## src/rtl/dmem_arbiter_pkg.sv

```systemverilog
// Shared types for the data-memory arbiter: FSM state encoding, owner encoding
// and the burst-counter width helper.
package dmem_arbiter_pkg;

    typedef enum logic [1:0] {
        IDLE   = 2'd0,
        CPU_RD = 2'd1,
        EXT_RD = 2'd2,
        WR     = 2'd3
    } arb_state_t;

    typedef enum logic {
        OWN_CPU = 1'b0,
        OWN_EXT = 1'b1
    } owner_t;

    // The counter must be able to hold MAX_BURST itself.
    function automatic int cnt_width(input int max_burst);
        return $clog2(max_burst + 1);
    endfunction

endpackage

```

## src/rtl/dmem_arbiter_if.sv

```systemverilog
// CPU, external-requester and data-memory signals of the arbiter, bundled
// with a slave view for the arbiter and a master view for its environment.
interface dmem_arbiter_if #(
    parameter int DATA_WIDTH = 32,
    parameter int ADDR_WIDTH = 32
);
    logic                  cpu_req;
    logic                  cpu_we;
    logic                  cpu_type;
    logic [ADDR_WIDTH-1:0] cpu_addr;
    logic [DATA_WIDTH-1:0] cpu_wdata;
    logic                  cpu_gnt;
    logic                  cpu_rvalid;
    logic [DATA_WIDTH-1:0] cpu_rdata;
    logic                  cpu_stall;

    logic                  ext_req;
    logic                  ext_we;
    logic                  ext_type;
    logic                  ext_lock;
    logic [ADDR_WIDTH-1:0] ext_addr;
    logic [DATA_WIDTH-1:0] ext_wdata;
    logic                  ext_gnt;
    logic                  ext_rvalid;
    logic [DATA_WIDTH-1:0] ext_rdata;

    logic                  mem_en;
    logic                  mem_we;
    logic                  mem_type;
    logic [ADDR_WIDTH-1:0] mem_addr;
    logic [DATA_WIDTH-1:0] mem_wdata;
    logic [DATA_WIDTH-1:0] mem_rdata;

    modport slave (
        input  cpu_req, cpu_we, cpu_type, cpu_addr, cpu_wdata,
        output cpu_gnt, cpu_rvalid, cpu_rdata, cpu_stall,
        input  ext_req, ext_we, ext_type, ext_lock, ext_addr, ext_wdata,
        output ext_gnt, ext_rvalid, ext_rdata,
        output mem_en, mem_we, mem_type, mem_addr, mem_wdata,
        input  mem_rdata
    );

    modport master (
        output cpu_req, cpu_we, cpu_type, cpu_addr, cpu_wdata,
        input  cpu_gnt, cpu_rvalid, cpu_rdata, cpu_stall,
        output ext_req, ext_we, ext_type, ext_lock, ext_addr, ext_wdata,
        input  ext_gnt, ext_rvalid, ext_rdata,
        input  mem_en, mem_we, mem_type, mem_addr, mem_wdata,
        output mem_rdata
    );

endinterface

```

## src/rtl/dmem_arb_prio.sv

```systemverilog
// Combinational grant decision: locked external burst first, then
// alternation on a tie, then whichever side is requesting alone.
module dmem_arb_prio
    import dmem_arbiter_pkg::*;
#(
    parameter int MAX_BURST = 16,
    parameter int CNT_W     = 5
) (
    input  logic             cpu_req,
    input  logic             ext_req,
    input  logic             ext_lock,
    input  owner_t           last_owner,
    input  logic [CNT_W-1:0] burst_cnt,
    output logic             cpu_sel,
    output logic             ext_sel
);

    logic lock_active;

    // Lock only extends a burst the external side already owns; once the
    // count hits MAX_BURST it lapses so a waiting CPU gets its turn.
    assign lock_active = ext_lock && ext_req && (last_owner == OWN_EXT)
                         && (burst_cnt < CNT_W'(MAX_BURST));

    always_comb begin
        cpu_sel = 1'b0;
        ext_sel = 1'b0;
        if (lock_active) begin
            ext_sel = 1'b1;
        end else if (cpu_req && ext_req) begin
            if (last_owner == OWN_CPU) begin
                ext_sel = 1'b1;
            end else begin
                cpu_sel = 1'b1;
            end
        end else if (cpu_req) begin
            cpu_sel = 1'b1;
        end else if (ext_req) begin
            ext_sel = 1'b1;
        end
    end

endmodule

```

## src/rtl/dmem_arbiter.sv

```systemverilog
// Two-master data-memory arbiter: same-cycle grant and command mux, one-cycle
// read response routed back to the requester that issued the read.
module dmem_arbiter
    import dmem_arbiter_pkg::*;
#(
    parameter int DATA_WIDTH = 32,
    parameter int ADDR_WIDTH = 32,
    parameter int MAX_BURST  = 16
) (
    input  logic            clk,
    input  logic            rst,
    dmem_arbiter_if.slave   bus
);

    localparam int CNT_W = cnt_width(MAX_BURST);

    arb_state_t       state_reg, state_next;
    owner_t           last_owner_reg, last_owner_next;
    logic [CNT_W-1:0] burst_cnt_reg, burst_cnt_next;

    logic                  cpu_sel, ext_sel;
    logic                  cpu_gnt, ext_gnt;
    logic                  cpu_rvalid, ext_rvalid;
    logic [ADDR_WIDTH-1:0] addr_mux;
    logic [DATA_WIDTH-1:0] wdata_mux;

    dmem_arb_prio #(
        .MAX_BURST (MAX_BURST),
        .CNT_W     (CNT_W)
    ) u_prio (
        .cpu_req    (bus.cpu_req),
        .ext_req    (bus.ext_req),
        .ext_lock   (bus.ext_lock),
        .last_owner (last_owner_reg),
        .burst_cnt  (burst_cnt_reg),
        .cpu_sel    (cpu_sel),
        .ext_sel    (ext_sel)
    );

    // Grants are masked while reset is held so nothing issues in that cycle.
    assign cpu_gnt = rst & cpu_sel;
    assign ext_gnt = rst & ext_sel;

    always_ff @(posedge clk) begin
        if (!rst) begin
            state_reg      <= IDLE;
            last_owner_reg <= OWN_EXT;
            burst_cnt_reg  <= '0;
        end else begin
            state_reg      <= state_next;
            last_owner_reg <= last_owner_next;
            burst_cnt_reg  <= burst_cnt_next;
        end
    end

    always_comb begin
        state_next      = IDLE;
        last_owner_next = last_owner_reg;
        burst_cnt_next  = '0;
        cpu_rvalid      = 1'b0;
        ext_rvalid      = 1'b0;

        if (cpu_gnt) begin
            state_next      = bus.cpu_we ? WR : CPU_RD;
            last_owner_next = OWN_CPU;
        end else if (ext_gnt) begin
            state_next      = bus.ext_we ? WR : EXT_RD;
            last_owner_next = OWN_EXT;
        end

        // A full count always wraps to zero, which voids the lock for one cycle.
        if (burst_cnt_reg != CNT_W'(MAX_BURST) && ext_gnt && bus.ext_lock) begin
            burst_cnt_next = burst_cnt_reg + CNT_W'(1);
        end

        case (state_reg)
            CPU_RD:  cpu_rvalid = rst;
            EXT_RD:  ext_rvalid = rst;
            default: ;
        endcase
    end

    assign addr_mux  = ext_gnt ? bus.ext_addr  : bus.cpu_addr;
    assign wdata_mux = ext_gnt ? bus.ext_wdata : bus.cpu_wdata;

    assign bus.cpu_gnt    = cpu_gnt;
    assign bus.ext_gnt    = ext_gnt;
    assign bus.cpu_rvalid = cpu_rvalid;
    assign bus.ext_rvalid = ext_rvalid;
    assign bus.cpu_rdata  = bus.mem_rdata;
    assign bus.ext_rdata  = bus.mem_rdata;
    assign bus.cpu_stall  = rst & bus.cpu_req & ~cpu_gnt;

    assign bus.mem_en    = cpu_gnt | ext_gnt;
    assign bus.mem_we    = (cpu_gnt & bus.cpu_we) | (ext_gnt & bus.ext_we);
    assign bus.mem_type  = ext_gnt ? bus.ext_type : bus.cpu_type;
    assign bus.mem_addr  = addr_mux;
    assign bus.mem_wdata = wdata_mux;

endmodule

```

## src/flat_wrapper.sv

```systemverilog
// flat-port wrapper written by rule: the top's interface ports become plain ports
module dmem_arbiter_flat import dmem_arbiter_pkg::*;
#(
    parameter int DATA_WIDTH = 32,
    parameter int ADDR_WIDTH = 32,
    parameter int MAX_BURST  = 16
)
  (clk, rst, bus_cpu_req, bus_cpu_we, bus_cpu_type, bus_cpu_addr, bus_cpu_wdata, bus_cpu_gnt, bus_cpu_rvalid, bus_cpu_rdata, bus_cpu_stall, bus_ext_req, bus_ext_we, bus_ext_type, bus_ext_lock, bus_ext_addr, bus_ext_wdata, bus_ext_gnt, bus_ext_rvalid, bus_ext_rdata, bus_mem_en, bus_mem_we, bus_mem_type, bus_mem_addr, bus_mem_wdata, bus_mem_rdata);
  dmem_arbiter_if #(.DATA_WIDTH(DATA_WIDTH), .ADDR_WIDTH(ADDR_WIDTH)) bus_i ();
  input  logic clk;
  input  logic rst;
  input wire logic [$bits(bus_i.cpu_req)-1:0] bus_cpu_req;
  input wire logic [$bits(bus_i.cpu_we)-1:0] bus_cpu_we;
  input wire logic [$bits(bus_i.cpu_type)-1:0] bus_cpu_type;
  input wire logic [$bits(bus_i.cpu_addr)-1:0] bus_cpu_addr;
  input wire logic [$bits(bus_i.cpu_wdata)-1:0] bus_cpu_wdata;
  output wire logic [$bits(bus_i.cpu_gnt)-1:0] bus_cpu_gnt;
  output wire logic [$bits(bus_i.cpu_rvalid)-1:0] bus_cpu_rvalid;
  output wire logic [$bits(bus_i.cpu_rdata)-1:0] bus_cpu_rdata;
  output wire logic [$bits(bus_i.cpu_stall)-1:0] bus_cpu_stall;
  input wire logic [$bits(bus_i.ext_req)-1:0] bus_ext_req;
  input wire logic [$bits(bus_i.ext_we)-1:0] bus_ext_we;
  input wire logic [$bits(bus_i.ext_type)-1:0] bus_ext_type;
  input wire logic [$bits(bus_i.ext_lock)-1:0] bus_ext_lock;
  input wire logic [$bits(bus_i.ext_addr)-1:0] bus_ext_addr;
  input wire logic [$bits(bus_i.ext_wdata)-1:0] bus_ext_wdata;
  output wire logic [$bits(bus_i.ext_gnt)-1:0] bus_ext_gnt;
  output wire logic [$bits(bus_i.ext_rvalid)-1:0] bus_ext_rvalid;
  output wire logic [$bits(bus_i.ext_rdata)-1:0] bus_ext_rdata;
  output wire logic [$bits(bus_i.mem_en)-1:0] bus_mem_en;
  output wire logic [$bits(bus_i.mem_we)-1:0] bus_mem_we;
  output wire logic [$bits(bus_i.mem_type)-1:0] bus_mem_type;
  output wire logic [$bits(bus_i.mem_addr)-1:0] bus_mem_addr;
  output wire logic [$bits(bus_i.mem_wdata)-1:0] bus_mem_wdata;
  input wire logic [$bits(bus_i.mem_rdata)-1:0] bus_mem_rdata;
  assign bus_i.cpu_req = bus_cpu_req;
  assign bus_i.cpu_we = bus_cpu_we;
  assign bus_i.cpu_type = bus_cpu_type;
  assign bus_i.cpu_addr = bus_cpu_addr;
  assign bus_i.cpu_wdata = bus_cpu_wdata;
  assign bus_cpu_gnt = bus_i.cpu_gnt;
  assign bus_cpu_rvalid = bus_i.cpu_rvalid;
  assign bus_cpu_rdata = bus_i.cpu_rdata;
  assign bus_cpu_stall = bus_i.cpu_stall;
  assign bus_i.ext_req = bus_ext_req;
  assign bus_i.ext_we = bus_ext_we;
  assign bus_i.ext_type = bus_ext_type;
  assign bus_i.ext_lock = bus_ext_lock;
  assign bus_i.ext_addr = bus_ext_addr;
  assign bus_i.ext_wdata = bus_ext_wdata;
  assign bus_ext_gnt = bus_i.ext_gnt;
  assign bus_ext_rvalid = bus_i.ext_rvalid;
  assign bus_ext_rdata = bus_i.ext_rdata;
  assign bus_mem_en = bus_i.mem_en;
  assign bus_mem_we = bus_i.mem_we;
  assign bus_mem_type = bus_i.mem_type;
  assign bus_mem_addr = bus_i.mem_addr;
  assign bus_mem_wdata = bus_i.mem_wdata;
  assign bus_i.mem_rdata = bus_mem_rdata;
  dmem_arbiter #(.DATA_WIDTH(DATA_WIDTH), .ADDR_WIDTH(ADDR_WIDTH), .MAX_BURST(MAX_BURST)) u_core (.clk(clk), .rst(rst), .bus(bus_i));
endmodule
```

## config.mk

```make
export PLATFORM = sky130hd
export DESIGN_NAME = dmem_arbiter_flat
export DESIGN_NICKNAME = d
export VERILOG_FILES = /design/src/rtl/dmem_arbiter_pkg.sv /design/src/rtl/dmem_arbiter_if.sv /design/src/rtl/dmem_arb_prio.sv /design/src/rtl/dmem_arbiter.sv /design/src/flat_wrapper.sv
export SDC_FILE = /design/constraint.sdc
export NUM_CORES = 1
export LEC_CHECK = 0
export BUFFER_PORTS_ARGS = -buffer_cell sky130_fd_sc_hd__buf_2
export CAP_MARGIN = 25
export CORE_AREA = 2 2 120 122
export DETAILED_ROUTE_END_ITERATION = 8
export DIE_AREA = 0 0 122 124
export GPL_TIMING_DRIVEN = 0
export SYNTH_ARGS = -nofsm -noshare
export SYNTH_HDL_FRONTEND = slang
export SYNTH_SLANG_ARGS = --single-unit
```

## constraint.sdc

```tcl
create_clock -name clk -period 2.25 [get_ports clk]
set_clock_uncertainty 0.15 [all_clocks]
set_input_delay 0.45 -clock clk [delete_from_list [all_inputs] [get_ports clk]]
set_output_delay 0.45 -clock clk [all_outputs]
set_load 0.02 [all_outputs]
```

==> metrics, run 1 <==
Multi-input gate area=960 um^2; Root Buffer=clkbuf_16; Pre-antenna DRT Iters=4; failing checks=setup timing; CP required=around 1.7 ns; Finished Layout Cells=about 640; Num CTS Buffers=3; post-synthesis sequential area ratio=9.50%; Area contributors post-synth=mux2_2 43%, buf_4 29%, dfxtp_1 9.5%; WL met3=between 900 and 1000 um; leading area contributor after synthesis=mux2_2; Buffers on Ports=around 270; die width=122 um; most frequent cells in the layout=272 x buf_2, 65 x mux2_2, 65 x buf_4, 7 x dfxtp_1, 6 x buf_6; H-Tree Depth=1; setup violators final=64; slowest CP cell=mux2_2; Syn Nets=roughly 350; via count=2233; Clock Latency Late Sink=0.23 ns; Worst setup SP type=input port; upper clock frequency limit=424 MHz; endpoints failing hold=0; share of layout cells above drive strength 1=91.0%; Peak VDD IR=roughly 0.00017 V; synthesized cell area=1690 um^2; crit path cell chain=buf_2, nor2b_2, o211ai_4, buf_12, buf_6, mux2_2, buf_2; Via density=~3.5; Final Power=about 1.2 mW; hpwl dp=a little under 7000 um; full die area=15100 um^2; Syn Inst Count=around 180; # rows=43; CTS sink cnt=8; critical path peak fanout=10; Worst Tran Pin Value=approximately 0.64 ns; Die Y-Extent=124 um; 1st-iter DRT viols=49; Warnings, synthesis=0; cell total after placement=about 630; CP most frequent cell=buf_2; DR top layer=met4; Largest register FFs=5; DRT antenna net count=0; Worst Path Arrival=1.76 ns; GPL Wtd Cong=between 0.8 and 0.9; critical path class=input port to output pin; Post-route DRC=0; fillers=between 1500 and 2000; GRT overflow=0; initial antenna violation count=0; vias in the first global route=1970; Met2 Wirelength=~3800 um; commonest non-fill, non-tap cell in the layout=buf_2; DRT Wirelength=7670 um; post-route setup slack=-0.110 ns; CTS Buffer Depth=2; Synth top area share=43.4%; Power Density=around 360 nW/um^2; fin. max-slew vios=0; flops & latches, synth=8; Layout area overhead=101%; Slew headroom=56.8%; nets@finish=approximately 630; Avg WL per Cell=~12 um; GRT Util Overall=8.43%; slowest stage delay, CP=0.35 ns; io pins=approximately 310; Cell variety after synth=23; Reg area=between 150 and 200 um^2; Post-Route M1 WL=just under 3000 um; first-pass GRT wire length=slightly below 10000 um; Starting Density=roughly an eighth; antenna diode count=0; Mean Syn Cell Area=9.31 um^2; CP endpoint kind=output pin; hold crit path type=input port to flip-flop; Core Region=around 14000 um^2; crit path time final=approximately 2.4 ns; # hold bufs at CTS=0; status=finished with violations; Clock transition at path regs=roughly 0.04 ns; max cap viols=0; P_leak=1.92 nW; Final Cycle Share=105%; pre-CTS WS=-0.405 ns; largest net degree at the start of global routing=11; CTS tree=yes; RSZ-0062 raised after global routing=yes
cell families after synthesis:
family | after synthesis | synth area share [%]
compound gates | 9 | 4.60
buf+inv | 76 | 33.9
flops | 8 | 9.50
xor+xnor | 3 | 1.56
simple gates | 18 | 5.57
mux | 65 | 43.4
fa+ha+maj | 2 | 1.48
layer usage:
metal / vias to the layer above / GRT usage, %
met4: 0 / 0.790
met2: 144 / 15.8
met5: - / 0
met1: 969 / 9.78
li1: 1118 / -
met3: 2 / 2.52
through the flow:
stage / TNS (ns) / instance area (um^2) / util [%] / hold WS, ns
2_1_floorplan: 0 / 1690 / - / 0.301
3_3_place_gp: -23.36 / 3280 / 23.9 / 0.331
3_5_place_dp: -21.70 / 3280 / 23.9 / 0.334
4_1_cts: -6.33 / 3390 / 24.7 / 0.276
5_1_grt: -9.18 / 3390 / 24.7 / 0.295
6_report: -5.32 / 3390 / 24.7 / 0.280
cells in the mapped netlist:
library cell	count
and3b_1	2
a211oi_1	1
nand3_1	2
o211ai_1	1
o21ai_0	2
dfxtp_1	8
nor3_1	5
nor2_1	2
nand2b_1	1
a22o_1	1
buf_4	66
a21o_1	1
xnor2_1	1
o31ai_1	1
buf_6	5
xor2_1	2
o211ai_4	1
ha_1	2
inv_1	5
mux2_2	65
nand2_1	5
nor2b_2	1
a21boi_0	1
cell type report:
type                            count  area share, %
Buffer                             71           16.6
Clock buffer                        3           2.21
Inverter                            5          0.553
Multi-Input combinational cell     97           28.3
Sequential cell                     8           4.76
Tap cell                          180           6.64
Timing Repair Buffer              274           40.9
path summary, 6_finish.rpt:
path                            from                 endpoint  slack (ns)  cells after the start
max                     bus_ext_lock         bus_mem_addr[11]       -0.11                      7
min                       bus_ext_we      u_core.state_reg[0]        0.28                      2
max reg2reg  u_core.burst_cnt_reg[0]  u_core.burst_cnt_reg[3]        0.74                      5
min reg2reg  u_core.burst_cnt_reg[0]  u_core.burst_cnt_reg[0]        0.33                      1
worst max-delay path, delay by kind of cell:
kind / cells / cell delay, ns
buffers and inverters: 4 / 0.60
and+or+nand+nor: 1 / 0.17
muxes: 1 / 0.35
AOI/OAI and AO/OA: 1 / 0.18
what timing repair did:
item | 4_1_cts | 5_1_grt
resized for setup | 2 | 2
pin swaps | 1 | 0
buffers inserted | 2 | 0
endpoints found under the setup margin | 68 | 66
report_power, final:
group          internal (mW)  switching [mW]  leakage, nW  total, mW
registers              0.148         0.00234       0.0659      0.150
clock network          0.229          0.0723       0.0370      0.302
logic                  0.372           0.388         1.82      0.760
(Power assumes the default switching activity.)
==> inputs of run 2 (changes only) <==
Settings changed: HOLD_SLACK_MARGIN from default to 0.1, SYNTH_HIERARCHICAL from default to 1.
==> run 2 against run 1 <==
The run still ends with setup timing left. Synthesized area is 18% higher. Wire length is 9.3% higher. Final cell count is 1.9% higher. Synthesized cell count is 0.55% lower. Critical path depth is 1 higher. Sequential share of layout area is 0.93 points lower. Fmax is 2.3% lower. Core utilization is 6.3 points higher. Largest cell class unchanged. Highest routed layer unchanged.
==> metrics, run 2 <==
status=finished with violations; failing checks=setup timing; setup violators final=between 60 and 70; Buffers on Ports=around 270; post-route setup slack=-0.167 ns; initial antenna violation count=0; die width=approximately 120 um; main flop type after synthesis=dfxtp_1; fillers=about 1500; nets@finish=between 600 and 700; Reg area=around 160 um^2; GPL Wtd Cong=about 0.7; pre-CTS WS=-0.374 ns; DRT antenna net count=0; Finished Layout Cells=650; P_leak=2.37 nW; Warnings, synthesis=6; Root Buffer=clkbuf_16; Multi-input gate area=around 1200 um^2; GRT overflow=0; crit-path leading delay family=buffers and inverters; slowest stage delay, CP=roughly 0.3 ns; Core Region=around 14000 um^2; CTS Buffer Depth=2; leading area contributor after synthesis=mux2_4; FFs w/ async S/R, synth=0%; slowest CP cell=mux2_4; # rows=between 40 and 50; Clock transition at path regs=approximately 0.030 ns; share of layout cells above drive strength 1=92.3%; Worst Tran Pin Value=0.539 ns; Bufs and invs on worst path=4; Num CTS Buffers=3; Starting Density=between 10% and 20%; CTS sink cnt=8; Layout area overhead=113%; hpwl dp=slightly below 7000 um; Synth top area share=48.9%; Largest register FFs=5; full die area=roughly 15000 um^2; Commonest cells post-synth=65 x mux2_4, 64 x buf_4, 8 x dfxtp_1; most frequent cells in the layout=207 x buf_2, 85 x buf_4, 65 x mux2_4, 53 x buf_6, 8 x buf_12; number of enable flip-flop cells after synthesis=0; via count=between 2000 and 2500; # hold bufs at CTS=0; Pre-antenna DRT Iters=4; Final Cycle Share=107%; Avg WL per Cell=around 13 um; io pins=between 300 and 400; setup TNS=-9.43 ns; Die Y-Extent=~120 um; max cap viols=0; sw frac=approximately a third; hold crit path type=input port to flip-flop; GRT Util Overall=8.53%; Syn Nets=351; Final Power=1.46 mW; vias in the first global route=around 2000; synthesized cell area=around 2000 um^2; Post-route DRC=0; Final Util=31.0%; sw power=0.511 mW; fin. max-slew vios=0; Seq pwr share=between 10% and 20%; RSZ-0062 raised after global routing=yes; Mean Syn Cell Area=11.1 um^2; Worst setup SP type=input port; critical path peak fanout=5; antenna diode count=0; Finished Cell Area=about 4300 um^2; upper clock frequency limit=~410 MHz; Peak VDD IR=between 0.0002 and 0.0003 V; WHS=0.280 ns; Comb power frac=69.5%; critical path class=input port to output pin; endpoints failing hold=0; count leader, synth=mux2_4; crit path time final=between 2 and 2.5 ns; largest net degree at the start of global routing=11; Cell variety after synth=25; clock network power share=about a fifth; placed cell area=about 3600 um^2; flops & latches, synth=8; CP required=between 1.5 and 2 ns; Area contributors post-synth=mux2_4 49%, buf_4 24%, dfxtp_1 8.0%; post-synthesis sequential area ratio=under 10%; Power Density=345 nW/um^2; CTS tree=yes; cell total after placement=roughly 630; Slew headroom=63.5%; commonest non-fill, non-tap cell in the layout=buf_2; Syn Inst Count=180; first-pass GRT wire length=around 10000 um; 1st-iter DRT viols=38; CP endpoint kind=output pin; Clock Latency Late Sink=~0.23 ns; H-Tree Depth=1; Via density=approximately 3.5; P_int=about 0.95 mW; DRT Wirelength=8380 um; crit path cell chain=buf_6, and2_4, a21oi_4, and2_4, buf_12, clkbuf_16, mux2_4, buf_6; Worst Path Arrival=around 1.8 ns
## run 2: cell types whose count changed in the layout (fill, tap and decap cells not counted), moves of 2 or more
cell and change:
and2_4 +2, buf_12 +7, buf_2 -65, buf_4 +20, buf_6 +47, clkbuf_16 +3, mux2_2 -65, mux2_4 +65
nand2_1 -3, nor2_1 +4, nor3_1 -5
## run 2: layout make-up
type / instances / area share [%]
Multi-Input combinational cell: 96 / 28.4
Timing Repair Buffer: 290 / 46.7
Tap cell: 180 / 5.30
Sequential cell: 8 / 3.83
Clock buffer: 3 / 1.77
Buffer: 69 / 13.7
Inverter: 4 / 0.353
## run 2: path summary, 6_finish.rpt
check / from / endpoint / slack (ns) / depth (start not counted)
hold reg to reg: u_core/burst_cnt_reg[0] / u_core/burst_cnt_reg[0] / 0.31 / 1
setup reg to reg: u_core/last_owner_reg / u_core/burst_cnt_reg[4] / 0.52 / 8
hold / removal: bus_ext_we / u_core/state_reg[0] / 0.28 / 2
setup / recovery: bus_cpu_req / bus_mem_addr[8] / -0.17 / 8
## run 2: power groups by stage
stage,clock (mW),sequential [mW],combinational (mW)
after detailed placement,0,0.153,0.857
after global routing,0.310,0.152,1.07
after CTS,0.300,0.151,0.967
after floorplan,0,0.152,0.556
after global placement,0,0.153,0.852
final,0.295,0.151,1.02
## run 2: worst reg2reg max path: stages (launching register included)
cell and delay [ns]:
dfxtp_2 0.31, and2_4 0.14, a21oi_4 0.14, and2_4 0.23
buf_4 0.14, buf_8 0.12, buf_4 0.12, o311ai_1 0.17
nor2_1 0.15
## run 2: per-layer routing
metal  share of wire [%]  GRT usage, %  vias to the layer above
met5                   0             0                        -
met4                0.32         0.862                        0
met3                 9.6          1.14                        2
met2                  53          15.8                      136
met1                  37          10.8                     1007
li1                    -             -                     1128
## run 2: cells by family after synthesis
logic type / count (synthesis) / synth area share, %
xor+xnor: 3 / 1.32
buf+inv: 76 / 32.4
flops: 8 / 8.03
mux: 66 / 49.4
compound gates: 6 / 2.20
simple gates: 19 / 5.33
fa+ha+maj: 2 / 1.25
## run 2: repair_timing
action	CTS	global route
pin swaps	3	3
endpoints found under the setup margin	68	68
buffers inserted	10	4
hold endpoints to repair	0	0
gates resized for setup	80	54
cloned	2	3
==> inputs of run 3 (changes only) <==
Settings changed: CORE_AREA 2 2 120 122 to 10 10 109 111, DIE_AREA 0 0 122 124 to 0 0 119 121, PLACE_DENSITY_LB_ADDON from default to 0.05, SETUP_SLACK_MARGIN from default to 0.5.
==> run 3 against run 2 <==
The run still ends with setup timing left. Register-to-register slack better by 0.10 ns. Wire length up 31%. Global-route usage up 5.1 points. Flip-flop and latch count unchanged. Critical endpoint is now bus_mem_addr[3]. Setup slack better by 0.011 ns. Count of clock-buffer cells in the layout unchanged. Sequential power about the same. Non-clock buffer count down 1. Clock power down 44%. Highest routed layer unchanged. Critical path depth up 1. Via count up 2.2%. Worst hold slack better by 0.020 ns.
==> metrics, run 3 (synthesis results as in run 2) <==
Clock Latency Late Sink=0.22 ns; CP most frequent cell=buf_12; CP endpoint kind=output pin; Root Buffer=clkbuf_8; crit path time final=~2.4 ns; Layout area overhead=111%; upper clock frequency limit=416 MHz; GRT Util Overall=about 14%; Finished Layout Cells=602; hold crit path type=input port to flip-flop; CTS tree=yes; slowest stage delay, CP=~0.31 ns; full die area=14400 um^2; vias in the first global route=about 2500; Clock transition at path regs=about 0.04 ns; die width=roughly 120 um; commonest non-fill, non-tap cell in the layout=buf_2; RSZ-0062 raised after global routing=yes; # hold bufs at CTS=0; io pins=roughly 310; # rows=36; H-Tree Depth=1; Avg WL per Cell=18.3 um; Power Density=about 320 nW/um^2; Worst Path Arrival=between 1.5 and 2 ns; fillers=between 900 and 1000; Post-Route M1 WL=approximately 3700 um; Reg area=roughly 160 um^2; failing checks=setup timing; P_leak=~2.4 nW; Pre-antenna DRT Iters=4; Via density=around 3.9; WL met3=about 1200 um; initial antenna violation count=0; Final Cycle Share=107%; critical path peak fanout=10; CP required=1.65 ns; via count=2323; Worst setup SP type=input port; Post-route DRC=0; status=finished with violations; DRT antenna net count=0; slowest CP cell=mux2_4; CTS sink cnt=8; Met2 Wirelength=just over 6000 um; post-route setup slack=-0.156 ns; Slew headroom=61.6%; Core Region=around 9600 um^2; most frequent cells in the layout=201 x buf_2, 75 x buf_4, 70 x buf_6, 65 x mux2_4, 10 x buf_12; largest net degree at the start of global routing=11; Multi-input gate area=1220 um^2; crit-path leading delay family=buffers and inverters; Buffers on Ports=272; share of layout cells above drive strength 1=roughly 90%; hpwl dp=around 10000 um; cell total after placement=slightly below 600; max cap viols=0; Worst Tran Pin Value=between 0.5 and 0.6 ns; nets@finish=around 640; critical path class=input port to output pin; 1st-iter DRT viols=46; DR top layer=met4; Die Y-Extent=about 120 um; GPL Wtd Cong=about 0.80; Starting Density=roughly 21%; crit path cell chain=buf_6, and2_4, a21oi_4, and2_4, buf_12, buf_12, buf_12, mux2_4, buf_6; endpoints failing hold=0; DRT Wirelength=11000 um; CTS Buffer Depth=2; Final Power=approximately 1.4 mW; WHS=around 0.30 ns; Num CTS Buffers=3; setup TNS=-9.21 ns; antenna diode count=0; Peak VDD IR=between 0.0002 and 0.00025 V; fin. max-slew vios=0; first-pass GRT wire length=between 15000 and 20000 um; Bufs and invs on worst path=5; Largest register FFs=5; pre-CTS WS=-0.186 ns; GRT overflow=0; setup violators final=67
## run 3: cell count changes in the layout (fill, tap and decap cells not counted), moves of 3 or more
cell / previous run / this run
buf_2: 207 / 201
buf_4: 85 / 75
buf_6: 53 / 70
clkbuf_16: 6 / 1
clkbuf_8: 0 / 3
## run 3: final timing paths
| path | from | endpoint | slack, ns | cells past startpoint |
|---|---|---|---|---|
| max | bus_cpu_req | bus_mem_addr[3] | -0.16 | 9 |
| min | bus_ext_we | u_core/state_reg[0] | 0.30 | 2 |
| max reg2reg | u_core/last_owner_reg | u_core/burst_cnt_reg[2] | 0.62 | 8 |
| min reg2reg | u_core/burst_cnt_reg[0] | u_core/burst_cnt_reg[0] | 0.32 | 1 |
## run 3: layout make-up
class                   instances  area share, %
clock buffers                   3          0.981
plain buffers                  72           15.2
repair buffers                286           46.8
well taps                     133           3.95
inverters                       4          0.357
multi-input cells              96           28.9
flip-flops and latches          8           3.83
## run 3: power by group
group	switching, mW	leakage, nW	internal [mW]
clock network	0.0491	0.0216	0.115
logic	0.452	2.29	0.594
registers	0.00277	0.0659	0.148
## run 3: timing repair
item	4_1_cts	5_1_grt
setup endpoints to repair	70	70
pin swaps	1	0
setup buffers	8	4
hold endpoints to repair	0	0
gates resized for setup	138	8
gates cloned	1	1
## run 3: routing by layer
| layer | vias to the layer above | GRT usage (%) |
|---|---|---|
| li1 | 1128 | - |
| met1 | 1038 | 13.2 |
| met2 | 155 | 27.4 |
| met3 | 2 | 5.96 |
| met4 | 0 | 0.229 |
| met5 | - | 0 |
## run 3: metrics by stage
step / utilization [%] / area [um^2]
6_report: 43.7 / 4210
4_1_cts: 42.8 / 4120
5_1_grt: 43.7 / 4210
3_5_place_dp: 36.7 / 3540
2_1_floorplan: - / 2010
3_3_place_gp: 36.7 / 3540
